[src/rtl/sbm_pkg.sv]
// rtl/sbm_pkg.sv - shared types and helpers for the radix-4 Booth sequential multiplier
package sbm_pkg;

    typedef enum logic [1:0] {
        IDLE,
        CALC,
        DONE
    } sbm_state_e;

    // -0 (triple 111) is folded into ZERO; it contributes nothing to the sum
    typedef enum logic [2:0] {
        ZERO,
        POS1,
        POS2,
        NEG1,
        NEG2
    } booth_digit_e;

    // Radix-4 digits needed to cover a WIDTH+2 bit extended operand
    function automatic int iter_count(input int width);
        return (width / 2) + 1;
    endfunction

endpackage

[src/rtl/booth_r4_encoder.sv]
// rtl/booth_r4_encoder.sv - modified Booth radix-4 digit recoder
module booth_r4_encoder
    import sbm_pkg::*;
(
    input  logic [2:0]   triple_i,
    output booth_digit_e digit_o
);

    // Map {q[2i+1], q[2i], q[2i-1]} to the signed digit it represents
    always_comb begin
        digit_o = ZERO;
        case (triple_i)
            3'b001, 3'b010: digit_o = POS1;
            3'b011:         digit_o = POS2;
            3'b100:         digit_o = NEG2;
            3'b101, 3'b110: digit_o = NEG1;
            default:        digit_o = ZERO;
        endcase
    end

endmodule

[src/rtl/seq_booth_multiplier.sv]
// rtl/seq_booth_multiplier.sv - multi-cycle radix-4 Booth multiplier with signed/unsigned mode
module seq_booth_multiplier
    import sbm_pkg::*;
#(
    parameter int WIDTH = 16
) (
    input  logic               clock,
    input  logic               reset_in,
    input  logic               start_in,
    input  logic               signed_in,
    input  logic [WIDTH-1:0]   multiplicand_in,
    input  logic [WIDTH-1:0]   multiplier_in,
    output logic               busy_out,
    output logic               done_out,
    output logic [2*WIDTH-1:0] product_out,
    output logic               overflow_out
);

    localparam int ITER = iter_count(WIDTH);
    // Extended operand width: room for sign/zero extension plus the last Booth triple
    localparam int XW   = WIDTH + 2;
    // Accumulator: extended operand plus 2M growth plus one guard bit
    localparam int AW   = WIDTH + 4;
    localparam int CW   = $clog2(ITER + 1);

    generate
        if ((WIDTH < 4) || ((WIDTH % 2) != 0)) begin : g_bad_width
            $error("seq_booth_multiplier: WIDTH must be even and >= 4");
        end
    endgenerate

    sbm_state_e         state_q;
    logic [CW-1:0]      count_q;
    logic               mode_q;
    logic [XW-1:0]      m_q;
    logic [XW-1:0]      q_q;
    logic               qm1_q;
    logic [AW-1:0]      acc_q;
    logic [2*WIDTH-1:0] product_q;
    logic               overflow_q;
    logic               busy_q;
    logic               done_q;

    logic [XW-1:0]      m_ext_in;
    logic [XW-1:0]      q_ext_in;
    logic               accept;
    booth_digit_e       digit;
    logic [AW-1:0]      m_wide;
    logic [AW-1:0]      pp;
    logic [AW-1:0]      sum;
    logic [AW-1:0]      acc_d;
    logic [XW-1:0]      q_d;
    logic               qm1_d;
    logic [2*WIDTH-1:0] product_d;
    logic               overflow_d;

    booth_r4_encoder u_encoder (
        .triple_i ({q_q[1:0], qm1_q}),
        .digit_o  (digit)
    );

    // Operand extension and accept decision for a new request
    always_comb begin
        m_ext_in = signed_in ? {{2{multiplicand_in[WIDTH-1]}}, multiplicand_in}
                             : {2'b00, multiplicand_in};
        q_ext_in = signed_in ? {{2{multiplier_in[WIDTH-1]}}, multiplier_in}
                             : {2'b00, multiplier_in};
        accept   = start_in && (state_q != CALC);
    end

    // One Booth step: add d*M at the top, then shift {acc, q, q[-1]} right by two
    always_comb begin
        m_wide = {{2{m_q[XW-1]}}, m_q};
        pp     = '0;
        case (digit)
            POS1:    pp = m_wide;
            POS2:    pp = m_wide << 1;
            NEG1:    pp = -m_wide;
            NEG2:    pp = -(m_wide << 1);
            default: pp = '0;
        endcase
        sum       = acc_q + pp;
        acc_d     = {{2{sum[AW-1]}}, sum[AW-1:2]};
        q_d       = {sum[1:0], q_q[XW-1:2]};
        qm1_d     = q_q[1];
        // After the final step the low XW product bits sit in q, the rest in acc
        product_d = {acc_d[WIDTH-3:0], q_d};
        if (mode_q) begin
            overflow_d = !((&product_d[2*WIDTH-1:WIDTH-1]) || (~|product_d[2*WIDTH-1:WIDTH-1]));
        end else begin
            overflow_d = |product_d[2*WIDTH-1:WIDTH];
        end
    end

    // Control FSM and datapath registers; reset discards any in-flight operation
    always_ff @(posedge clock) begin
        if (!reset_in) begin
            state_q    <= IDLE;
            count_q    <= '0;
            mode_q     <= 1'b0;
            m_q        <= '0;
            q_q        <= '0;
            qm1_q      <= 1'b0;
            acc_q      <= '0;
            product_q  <= '0;
            overflow_q <= 1'b0;
            busy_q     <= 1'b0;
            done_q     <= 1'b0;
        end else begin
            case (state_q)
                IDLE, DONE: begin
                    done_q <= 1'b0;
                    if (accept) begin
                        state_q <= CALC;
                        busy_q  <= 1'b1;
                        count_q <= '0;
                        mode_q  <= signed_in;
                        m_q     <= m_ext_in;
                        q_q     <= q_ext_in;
                        qm1_q   <= 1'b0;
                        acc_q   <= '0;
                    end else begin
                        state_q <= IDLE;
                        busy_q  <= 1'b0;
                    end
                end
                CALC: begin
                    acc_q   <= acc_d;
                    q_q     <= q_d;
                    qm1_q   <= qm1_d;
                    count_q <= count_q + CW'(1);
                    if (count_q == CW'(ITER - 1)) begin
                        product_q  <= product_d;
                        overflow_q <= overflow_d;
                        state_q    <= DONE;
                        busy_q     <= 1'b0;
                        done_q     <= 1'b1;
                    end
                end
                default: begin
                    state_q <= IDLE;
                    busy_q  <= 1'b0;
                    done_q  <= 1'b0;
                end
            endcase
        end
    end

    assign busy_out     = busy_q;
    assign done_out     = done_q;
    assign product_out  = product_q;
    assign overflow_out = overflow_q;

endmodule

[config.mk]
export PLATFORM = sky130hd
export DESIGN_NAME = seq_booth_multiplier
export DESIGN_NICKNAME = d
export VERILOG_FILES = /design/src/rtl/sbm_pkg.sv /design/src/rtl/booth_r4_encoder.sv /design/src/rtl/seq_booth_multiplier.sv
export SDC_FILE = /design/constraint.sdc
export NUM_CORES = 1
export LEC_CHECK = 0
export BUFFER_PORTS_ARGS = -buffer_cell sky130_fd_sc_hd__buf_2
export CAP_MARGIN = 25
export CORE_AREA = 3 3 139 141
export DETAILED_ROUTE_END_ITERATION = 10
export DIE_AREA = 0 0 142 144
export PLACE_DENSITY_LB_ADDON = 0.2
export SLEW_MARGIN = 0
export SYNTH_ARGS = -nofsm -noshare
export SYNTH_HDL_FRONTEND = slang
export SYNTH_HIERARCHICAL = 1
export SYNTH_SLANG_ARGS = --single-unit
[constraint.sdc]
create_clock -name clock -period 4.3 [get_ports clock]
set_clock_uncertainty 0.1 [all_clocks]
set_input_delay 0.645 -clock clock [delete_from_list [all_inputs] [get_ports clock]]
set_output_delay 0.645 -clock clock [all_outputs]
set_load 0.005 [all_outputs]
# Word level (Yosys, flattened, before mapping)
# Cells that the tools add are included.
[totals]
register_bits = 99
word_cells = 66
[classes]
addsub = 4
eq_ne = 16
muxes = 19
n_reduce_logical = 16
[op_table]
columns = ["op", "n"]
rows = [
  ["$pmux W20 S4", 1],
  ["$mux W18", 3],
  ["$neg A20 Y20", 2],
  ["$pmux W20 S2", 1],
  ["$pmux W18 S2", 1],
  ["$add A20 B20 Y20", 1],
  ["$mux W20", 1],
  ["$reduce_and A17 Y1", 1],
  ["$reduce_or A17 Y1", 1],
  ["$reduce_or A16 Y1", 1],
  ["$eq A3 B2 Y1 const B", 4],
  ["$eq A3 B3 Y1 const B", 4],
  ["$pmux W3 S4", 1],
  ["$pmux W4 S2", 1],
  ["$reduce_and A2 Y1", 4],
  ["$eq A3 B1 Y1 const B", 2],
  ["$reduce_or A2 Y1", 3],
  ["$mux W1", 5],
  ["$add A4 B1 Y4 const B", 1],
  ["$eq A4 B4 Y1 const B", 1],
  ["$mux W4", 1],
  ["$ne A2 B2 Y1 const B", 2],
  ["$pmux W1 S2", 2],
  ["$pmux W2 S2", 1],
  ["other kinds (9)", 10],
]

# Longest topological paths before layout
# Gate-level depths: netlist (run 1).
[depth]
word_depth = 11
ltp_mapped = 19
ltp_nobuf = 18

# By module
# The synthesis (run 1) kept the hierarchy.
[modules_own_cells]
columns = ["module", "instances", "cells_each", "area_per_inst_um2"]
rows = [
  ["seq_booth_multiplier", 1, 631, 5370.2],
  ["booth_r4_encoder", 1, 4, 33.8],
]

# Least setup slack after synthesis (run 1)
# No wires, ideal clock.
[synth_timing]
path_kind = "register to register"
from = "register qm1_q"
to = "register overflow_q (netlist: overflow_out)"
setup_time_ns = 0.135
arrival_ns = 3.947
setup_slack_ns = 0.118
path_stages_with_launch = 19
path_buffers = 2
cell_sequence = "dfxtp_1 > xor2_1 > a21o_1 > inv_1 > nand2_1 > clkbuf_1 > clkbuf_1 > o21ai_0 > a22oi_1 > o22ai_1 > ha_1 > a211oi_4 > a2bb2oi_2 > o211a_1 > o41ai_2 > xor2_1 > or4_1 > nor4b_2 > a221oi_2"
[synth_via]
elab_chain_cells = 11
elab_cells_between_ends = 22
classes_between = "1 x add/sub; 10 x eq/ne; 3 x mux; 8 x reduce/logical"
[synth_lines]
columns = ["element", "line", "text"]
rows = [
  ["start: declaration", "seq_booth_multiplier.sv:37", "logic qm1_q;"],
  ["start signal: assignment", "seq_booth_multiplier.sv:130", "qm1_q <= qm1_d;"],
  ["$eq A3 B3 Y1 (tied with other cells)", "booth_r4_encoder.sv:12", "case (triple_i)"],
  ["$reduce_or A2 Y1", "booth_r4_encoder.sv:12", ""],
  ["$pmux W3 S4 (*)", "booth_r4_encoder.sv:12", ""],
  ["net digit[0]", "seq_booth_multiplier.sv:47", "booth_digit_e digit;"],
  ["$eq A3 B3 Y1 (tied with other cells)", "seq_booth_multiplier.sv:75", "case (digit)"],
  ["$pmux W20 S4 (*)", "seq_booth_multiplier.sv:75", ""],
  ["$add A20 B20 Y20 (*)", "seq_booth_multiplier.sv:82", "sum = acc_q + pp;"],
  ["$reduce_or A17 Y1", "seq_booth_multiplier.sv:89", "overflow_d = !((&product_d[2*WIDTH-1:WIDTH-1]) || (~|product_d[2*WIDTH-1:WIDTH-1]));"],
  ["$logic_not A1 Y1", "seq_booth_multiplier.sv:89", ""],
  ["$logic_or A1 B1 Y1", "seq_booth_multiplier.sv:89", ""],
  ["$logic_not A1 Y1", "seq_booth_multiplier.sv:89", ""],
  ["$mux W1 (*)", "seq_booth_multiplier.sv:88", "if (mode_q) begin"],
  ["end signal: assignment", "seq_booth_multiplier.sv:134", "overflow_q <= overflow_d;"],
  ["end: declaration", "seq_booth_multiplier.sv:40", "logic overflow_q;"],
]
# Mark *: on every way through the listed nets, which the timed path passes. The rest lies on a longest branch.
# A chain may end at the register's enable or synchronous reset.

# Final worst setup path (run 1)
[layout_timing]
from = "register m_q[0]"
to = "register overflow_q (netlist: overflow_out)"
[layout_via]
elab_chain_cells = 8
elab_cells_between_ends = 11
classes_between = "3 x add/sub; 2 x mux; 6 x reduce/logical"
[layout_lines]
columns = ["element", "line", "text"]
rows = [
  ["start: declaration", "seq_booth_multiplier.sv:35", "logic [XW-1:0] m_q;"],
  ["start signal: assignment", "seq_booth_multiplier.sv:118", "m_q <= m_ext_in;"],
  ["$neg A20 Y20 (on tied branches)", "seq_booth_multiplier.sv:78, seq_booth_multiplier.sv:79", ""],
  ["$pmux W20 S4 (*)", "seq_booth_multiplier.sv:75", ""],
  ["$add A20 B20 Y20 (*)", "seq_booth_multiplier.sv:82", ""],
  ["$reduce_or A17 Y1", "seq_booth_multiplier.sv:89", ""],
  ["$logic_not A1 Y1", "seq_booth_multiplier.sv:89", ""],
  ["$logic_or A1 B1 Y1", "seq_booth_multiplier.sv:89", ""],
  ["$logic_not A1 Y1", "seq_booth_multiplier.sv:89", ""],
  ["$mux W1 (*)", "seq_booth_multiplier.sv:88", ""],
]
# Mark *: on every way between the ends. The rest lies on a longest branch, timed or not.

==> results of run 1 <==
[cells in the mapped netlist, types with 5 or more instances]
library cell and count:
a21boi_0 34, a21o_1 8, a21oi_1 24, a22o_1 42, a22oi_1 27, clkbuf_1 40, dfxtp_1 96, ha_1 22
inv_1 14, nand2_1 90, nand2b_1 6, nand3_1 9, nand4_1 6, nor2_1 33, nor2b_1 5, nor3_1 9
nor3b_1 5, o21ai_0 37, o22ai_1 13, or3_1 7, xnor2_1 12, xor2_1 20
[logic make-up after synthesis]
family | after synthesis | share of synthesized area
AND/OR/NAND/NOR | 198 | 0.185
buffers and inverters | 59 | 0.0426
adder cells (fa/ha/maj) | 23 | 0.0546
multiplexers | 2 | 0.00370
AO/OA/AOI/OAI | 225 | 0.306
XOR/XNOR | 32 | 0.0519
flip-flops | 96 | 0.356
[stage by stage]
step / worst slack (ns) / setup TNS (ns) / hold WS, ns
2_1_floorplan: 0.118 / 0 / 0.332
3_3_place_gp: 0.182 / 0 / 0.350
3_5_place_dp: 0.144 / 0 / 0.358
4_1_cts: 0.109 / 0 / 0.373
5_1_grt: -0.0256 / -0.0256 / 0.391
6_report: 0.200 / 0 / 0.365
[worst reg2reg max path, stage by stage (launching register included)]
cell       delay (ns)
dfxtp_2          0.34
inv_1            0.12
ha_2             0.23
nor3b_4          0.27
buf_4            0.17
o21ai_0          0.06
o21ai_0          0.09
a2bb2oi_1        0.10
o22ai_1          0.27
ha_4             0.28
a211oi_4         0.31
o211ai_2         0.21
a2111o_1         0.49
a31o_1           0.24
a21oi_2          0.19
xnor2_2          0.18
and4_4           0.28
a221oi_2         0.05
[cell type report]
class                   instances  area share
clock buffers                  10      0.0373
clock inverters                 6     0.00919
inverters                      14     0.00821
multi-input cells             480       0.522
flip-flops and latches         96       0.301
well taps                     229      0.0448
repair buffers                 90      0.0782
[worst paths after layout]
path / start / to
worst max-delay path: m_q[0] / overflow_out
worst min-delay path: product_out[23] / product_out[23]
worst max register to register: m_q[0] / overflow_out
worst min register to register: product_out[23] / product_out[23]
[registers in the layout (all words and copies together) (netlist names)]
signal and count:
busy_out 1, q_q 18, qm1_q 1, product_out 32, m_q 17, count_q 4
overflow_out 1, state_q 2, acc_q 18, done_out 1, mode_q 1
[routing by layer]
metal,share of wire,track usage
met4,0.017,0.0505
met1,0.44,0.179
met2,0.51,0.264
met3,0.039,0.0288
met5,0,0
[power breakdown]
group / leakage (uW) / switching, uW / internal (uW)
Sequential: 0.000781 / 40.4 / 920
Combinational: 0.00176 / 231 / 158
Clock: 0.000143 / 386 / 421
Total: 0.00268 / 657 / 1500
[repair_timing]
| action | CTS | global route |
|---|---|---|
| buffers inserted | 0 | 2 |
| resized for setup | 0 | 14 |
| setup endpoints to repair | 0 | 3 |
==> results.sh, run 1 <==
export IMPL_run_status="finished clean"
export IMPL_async_flop_share=0
export IMPL_syn_area_um2=5400
export IMPL_cp_max_fo=5
export IMPL_cts_max_path_buffers=2
export IMPL_yosysUniqueCellTypes=75
export IMPL_ys_flop_type="dfxtp_1"
export IMPL_grt_max_degree=44
export IMPL_rows=49
export IMPL_synth_avg_cell_area_um2=8.51
export IMPL_root_buffer="clkbuf_16"
export IMPL_maxCapViolCount=0
export IMPL_diodes=0
export IMPL_htree_levels=3
export IMPL_port_buffers=70
export IMPL_final_cells=925
export IMPL_setup_worst_path_start_class="flop"
export IMPL_path_clk_slew_ns=0.07
export IMPL_slew_headroom=0.347
export IMPL_multiInputGateArea_um2=3340
export IMPL_syn_to_final_growth_pct=18.5
export IMPL_slowest_stage="a2111o_1"
export IMPL_yosys_top_cells_area="dfxtp_1 (36%), a22o_1 (6.8%), nand2_1 (6.3%), ha_1 (5.1%), a21boi_0 (4.7%)"
export IMPL_grt_pass1_wl_um=24700
export IMPL_p_leak_uw=0.00268
export IMPL_start_util=0.299
export IMPL_critical_path_class="flop to flop"
export IMPL_netlist_instances=635
export IMPL_first_pass_iters=4
export IMPL_die_h_um=144
export IMPL_numCtsBuffers=9
export IMPL_clkLatencyLatePin_ns=0.35
export IMPL_arrival_ns=4.22
export IMPL_synth_edf_count=0
export IMPL_drt_wl_total_um=15200
export IMPL_drt_iter0_markers=296
export IMPL_syn_num_nets=694
export IMPL_ys_seq_area_frac=0.356
export IMPL_required_ns=4.42
export IMPL_antenna_found_initial=0
export IMPL_drive_above_1_share=0.195
export IMPL_via_per_inst=5.29
export IMPL_synth_area_leader_cell="dfxtp_1"
export IMPL_die_w_um=142
export IMPL_rr_worst_depth=17
export IMPL_overflow=0
export IMPL_final_seq_area_um2=1920
export IMPL_grt_usage=0.148
export IMPL_drc=0
export IMPL_first_global_vias=4835
export IMPL_peakVddDrop_mv=0.169
export IMPL_yosys_register_bits=96
export IMPL_clock_sinks=96
export IMPL_path_common_cell="o21ai_0"
export IMPL_place_area_um2=6000
export IMPL_nets=750
export IMPL_setup_viol_count_final=0
export IMPL_synth_top_area_share=0.356
export IMPL_fin_crit_sh=0.954
export IMPL_worst_path_stages=17
export IMPL_final_common_cell="dfxtp_1"
export IMPL_max_freq_ghz=0.244
export IMPL_ys_warn_count=6
export IMPL_cp_end_kind="flop"
export IMPL_dp_hpwl_um=11300
export IMPL_vias=4891
export IMPL_core_region_area_um2=18100
export IMPL_crit_chain="inv_1, ha_2, nor3b_4, buf_4, o21ai_0, o21ai_0, a2bb2oi_1, o22ai_1, ha_4, a211oi_4, o211ai_2, a2111o_1, a31o_1, a21oi_2, xnor2_2, and4_4, a221oi_2"
export IMPL_wl_per_cell_um=16.5
export IMPL_cpPeakStageDelay_ns=0.49
export IMPL_stdcell_area_um2=6400
export IMPL_cts_tree="done"
export IMPL_fin_util=0.354
export IMPL_nFillCells=1858
export IMPL_worstPathBufferInverterCount=2
export IMPL_cts_hold_buf=0
export IMPL_place_congestion=0.916
export IMPL_dpl_cell_count=907
export IMPL_layout_common_cells="dfxtp_1 (94), nand2_1 (89), buf_2 (70), a22o_1 (42), o21ai_0 (37)"
export IMPL_powerDensity_nw_per_um2=337
export IMPL_io_pins=71
export IMPL_period_minus_slack_ns=4.10
export IMPL_hold_class="flop to flop"
export IMPL_hold_violations=0
export IMPL_min_delay_path_depth=2
export IMPL_ant_nets=0
export IMPL_worst_slew_pin_transition_ns=0.978
export IMPL_slew_violations=0
export IMPL_path_delay_family="compound AO/OA/AOI/OAI gates"
export IMPL_dieArea_um2=20400
export IMPL_rrSetupSlack_ns=0.20
export IMPL_power_uw=2160
Power figures use the tool's default switching activity.
==> run 2: changes to the inputs <==
--- a/config.mk
+++ b/config.mk
@@ -7,9 +7,9 @@
 export LEC_CHECK = 0
 export BUFFER_PORTS_ARGS = -buffer_cell sky130_fd_sc_hd__buf_2
 export CAP_MARGIN = 25
-export CORE_AREA = 3 3 139 141
+export CORE_AREA = 3 3 99 196
 export DETAILED_ROUTE_END_ITERATION = 10
-export DIE_AREA = 0 0 142 144
+export DIE_AREA = 0 0 102 199
 export PLACE_DENSITY_LB_ADDON = 0.2
 export SLEW_MARGIN = 0
 export SYNTH_ARGS = -nofsm -noshare
==> run 2 against run 1 <==
  * Sequential power hardly changed
  * Worst hold slack worse by 0.0074 ns
  * Count of clock-buffer cells in the layout stayed put
  * Critical path depth stayed put
  * Combinational power is 6.7% higher
  * Design area is 1.0% higher
  * Die area is 0.73% lower
  * Critical path type unchanged
  * Register-to-register slack hardly changed
  * Global-route usage is 2.0 points higher
  * Sequential cell count stayed put
  * Cell count is 0.54% lower
==> results.sh, run 2 (synthesis results as in run 1) <==
export IMPL_powerDensity_nw_per_um2=334
export IMPL_htree_levels=3
export IMPL_required_ns=4.42
export IMPL_syn_to_final_growth_pct=19.7
export IMPL_path_delay_family="compound AO/OA/AOI/OAI gates"
export IMPL_crit_chain="xor2_2, a21o_1, buf_6, nand2_1, buf_4, o21ai_0, a21oi_1, o22ai_1, ha_2, o211a_1, a2bb2oi_2, o211a_4, o41ai_4, xor2_1, or4_4, nor4b_4, a221oi_2"
export IMPL_ant_nets=0
export IMPL_slew_headroom=0.304
export IMPL_slowest_stage="or4_4"
export IMPL_peakVddDrop_mv=0.230
export IMPL_rows=70
export IMPL_arrival_ns=4.22
export IMPL_overflow=0
export IMPL_diodes=0
export IMPL_fin_util=0.355
export IMPL_maxCapViolCount=0
export IMPL_port_buffers=70
export IMPL_drt_wl_total_um=16700
export IMPL_dpl_cell_count=901
export IMPL_drive_above_1_share=0.220
export IMPL_core_region_area_um2=18200
export IMPL_cp_max_fo=21
export IMPL_largest_register_ff_count=32
export IMPL_path_clk_slew_ns=0.07
export IMPL_start_util=0.297
export IMPL_place_congestion=0.882
export IMPL_hold_class="flop to flop"
export IMPL_worstPathBufferInverterCount=2
export IMPL_tns_ns=0
export IMPL_grt_pass1_wl_um=26400
export IMPL_hold_start="product_out[24]"
export IMPL_fin_crit_sh=0.952
export IMPL_cts_tree="done"
export IMPL_drt_iter0_markers=160
export IMPL_reg2reg_from="q_q[0]"
export IMPL_p_leak_uw=0.00271
export IMPL_layout_common_cells="dfxtp_1 (93), nand2_1 (89), buf_2 (70), a22o_1 (42), o21ai_0 (37)"
export IMPL_grt_usage=0.168
export IMPL_power_frac_seq=0.445
export IMPL_clkLatencyLatePin_ns=0.36
export IMPL_clkPwrFrac=0.363
export IMPL_root_buffer="clkbuf_16"
export IMPL_rsz0062_at_grt="no"
export IMPL_combPwrFrac=0.193
export IMPL_final_cells=920
export IMPL_nets=758
export IMPL_power_uw=2160
export IMPL_final_common_cell="dfxtp_1"
export IMPL_cp_startpoint="q_q[0]"
export IMPL_drc=0
export IMPL_dp_hpwl_um=12900
export IMPL_first_global_vias=4941
export IMPL_vias=4957
export IMPL_period_minus_slack_ns=4.09
export IMPL_via_per_inst=5.39
export IMPL_dieArea_um2=20300
export IMPL_run_status="finished clean"
export IMPL_p_int_uw=1490
export IMPL_antenna_found_initial=0
export IMPL_cts_hold_buf=0
export IMPL_io_pins=71
export IMPL_setup_viol_count_final=0
export IMPL_wl_per_cell_um=18.2
export IMPL_hold_violations=0
export IMPL_max_freq_ghz=0.244
export IMPL_cp_end_kind="flop"
export IMPL_critical_path_class="flop to flop"
export IMPL_grtUsageMet1=0.169
export IMPL_switching_share=0.309
export IMPL_cts_max_path_buffers=2
export IMPL_die_h_um=199
export IMPL_use_met3=0.0221
export IMPL_grt_max_degree=43
export IMPL_setup_worst_path_start_class="flop"
export IMPL_grt_util_met2=0.328
export IMPL_cpPeakStageDelay_ns=0.56
export IMPL_clock_sinks=96
export IMPL_first_pass_iters=6
export IMPL_worst_slew_pin_transition_ns=1.04
export IMPL_numCtsBuffers=9
export IMPL_die_w_um=102
export IMPL_slew_violations=0
export IMPL_p_sw_uw=668
export IMPL_busiest_layer="met2"
run 2: changes by cell type in the layout (fill, tap and decap cells not counted), sizes merged:
| cell | change |
|---|---|
| buf | +8 |
run 2: worst min-delay path, stage by stage, from the launching register on:
cell     delay, ns
dfxtp_1       0.33
nand2_1       0.04
o21ai_0       0.05
run 2: cell type report:
type / instances / area, um^2
inverters: 14 / 52.6
multi-input cells: 480 / 3370
flip-flops and latches: 96 / 1930
well taps: 216 / 270
fillers: 1960 / 11800
clock inverters: 6 / 50.0
clock buffers: 10 / 229
repair buffers: 98 / 568
run 2: path summary, 6_finish.rpt:
check / endpoint / slack (ns) / cells after the start
setup reg to reg: overflow_out / 0.21 / 17
hold / removal: product_out[24] / 0.36 / 2
setup / recovery: overflow_out / 0.21 / 17
hold reg to reg: product_out[24] / 0.36 / 2
run 2: stage by stage:
stage               hold slack [ns]  worst slack (ns)  cell area, um^2
floorplan                     0.332             0.118             5400
global placement              0.347             0.156             6040
detailed placement            0.345            0.0642             6040
CTS                           0.362            0.0143             6320
global route                  0.380           0.00574             6470
finish                        0.357             0.205             6470
run 2: layer usage:
metal / part of all wire / vias to the layer above
li1: - / 2440
met1: 0.36 / 2407
met2: 0.58 / 85
met3: 0.024 / 25
met4: 0.035 / 0
met5: 0 / -
run 2: timing repair:
| action | in CTS | in global routing |
|---|---|---|
| gates resized for setup | 0 | 27 |
| setup endpoints to repair | 0 | 2 |
| buffers inserted | 0 | 3 |
run 2: power by group through the flow:
stage / Sequential [uW] / Clock (uW) / Combinational, uW
2_1_floorplan: 961 / 0 / 275
3_3_place_gp: 980 / 0 / 388
3_5_place_dp: 981 / 0 / 392
4_1_cts: 960 / 808 / 394
5_1_grt: 966 / 833 / 462
6_report: 961 / 784 / 416
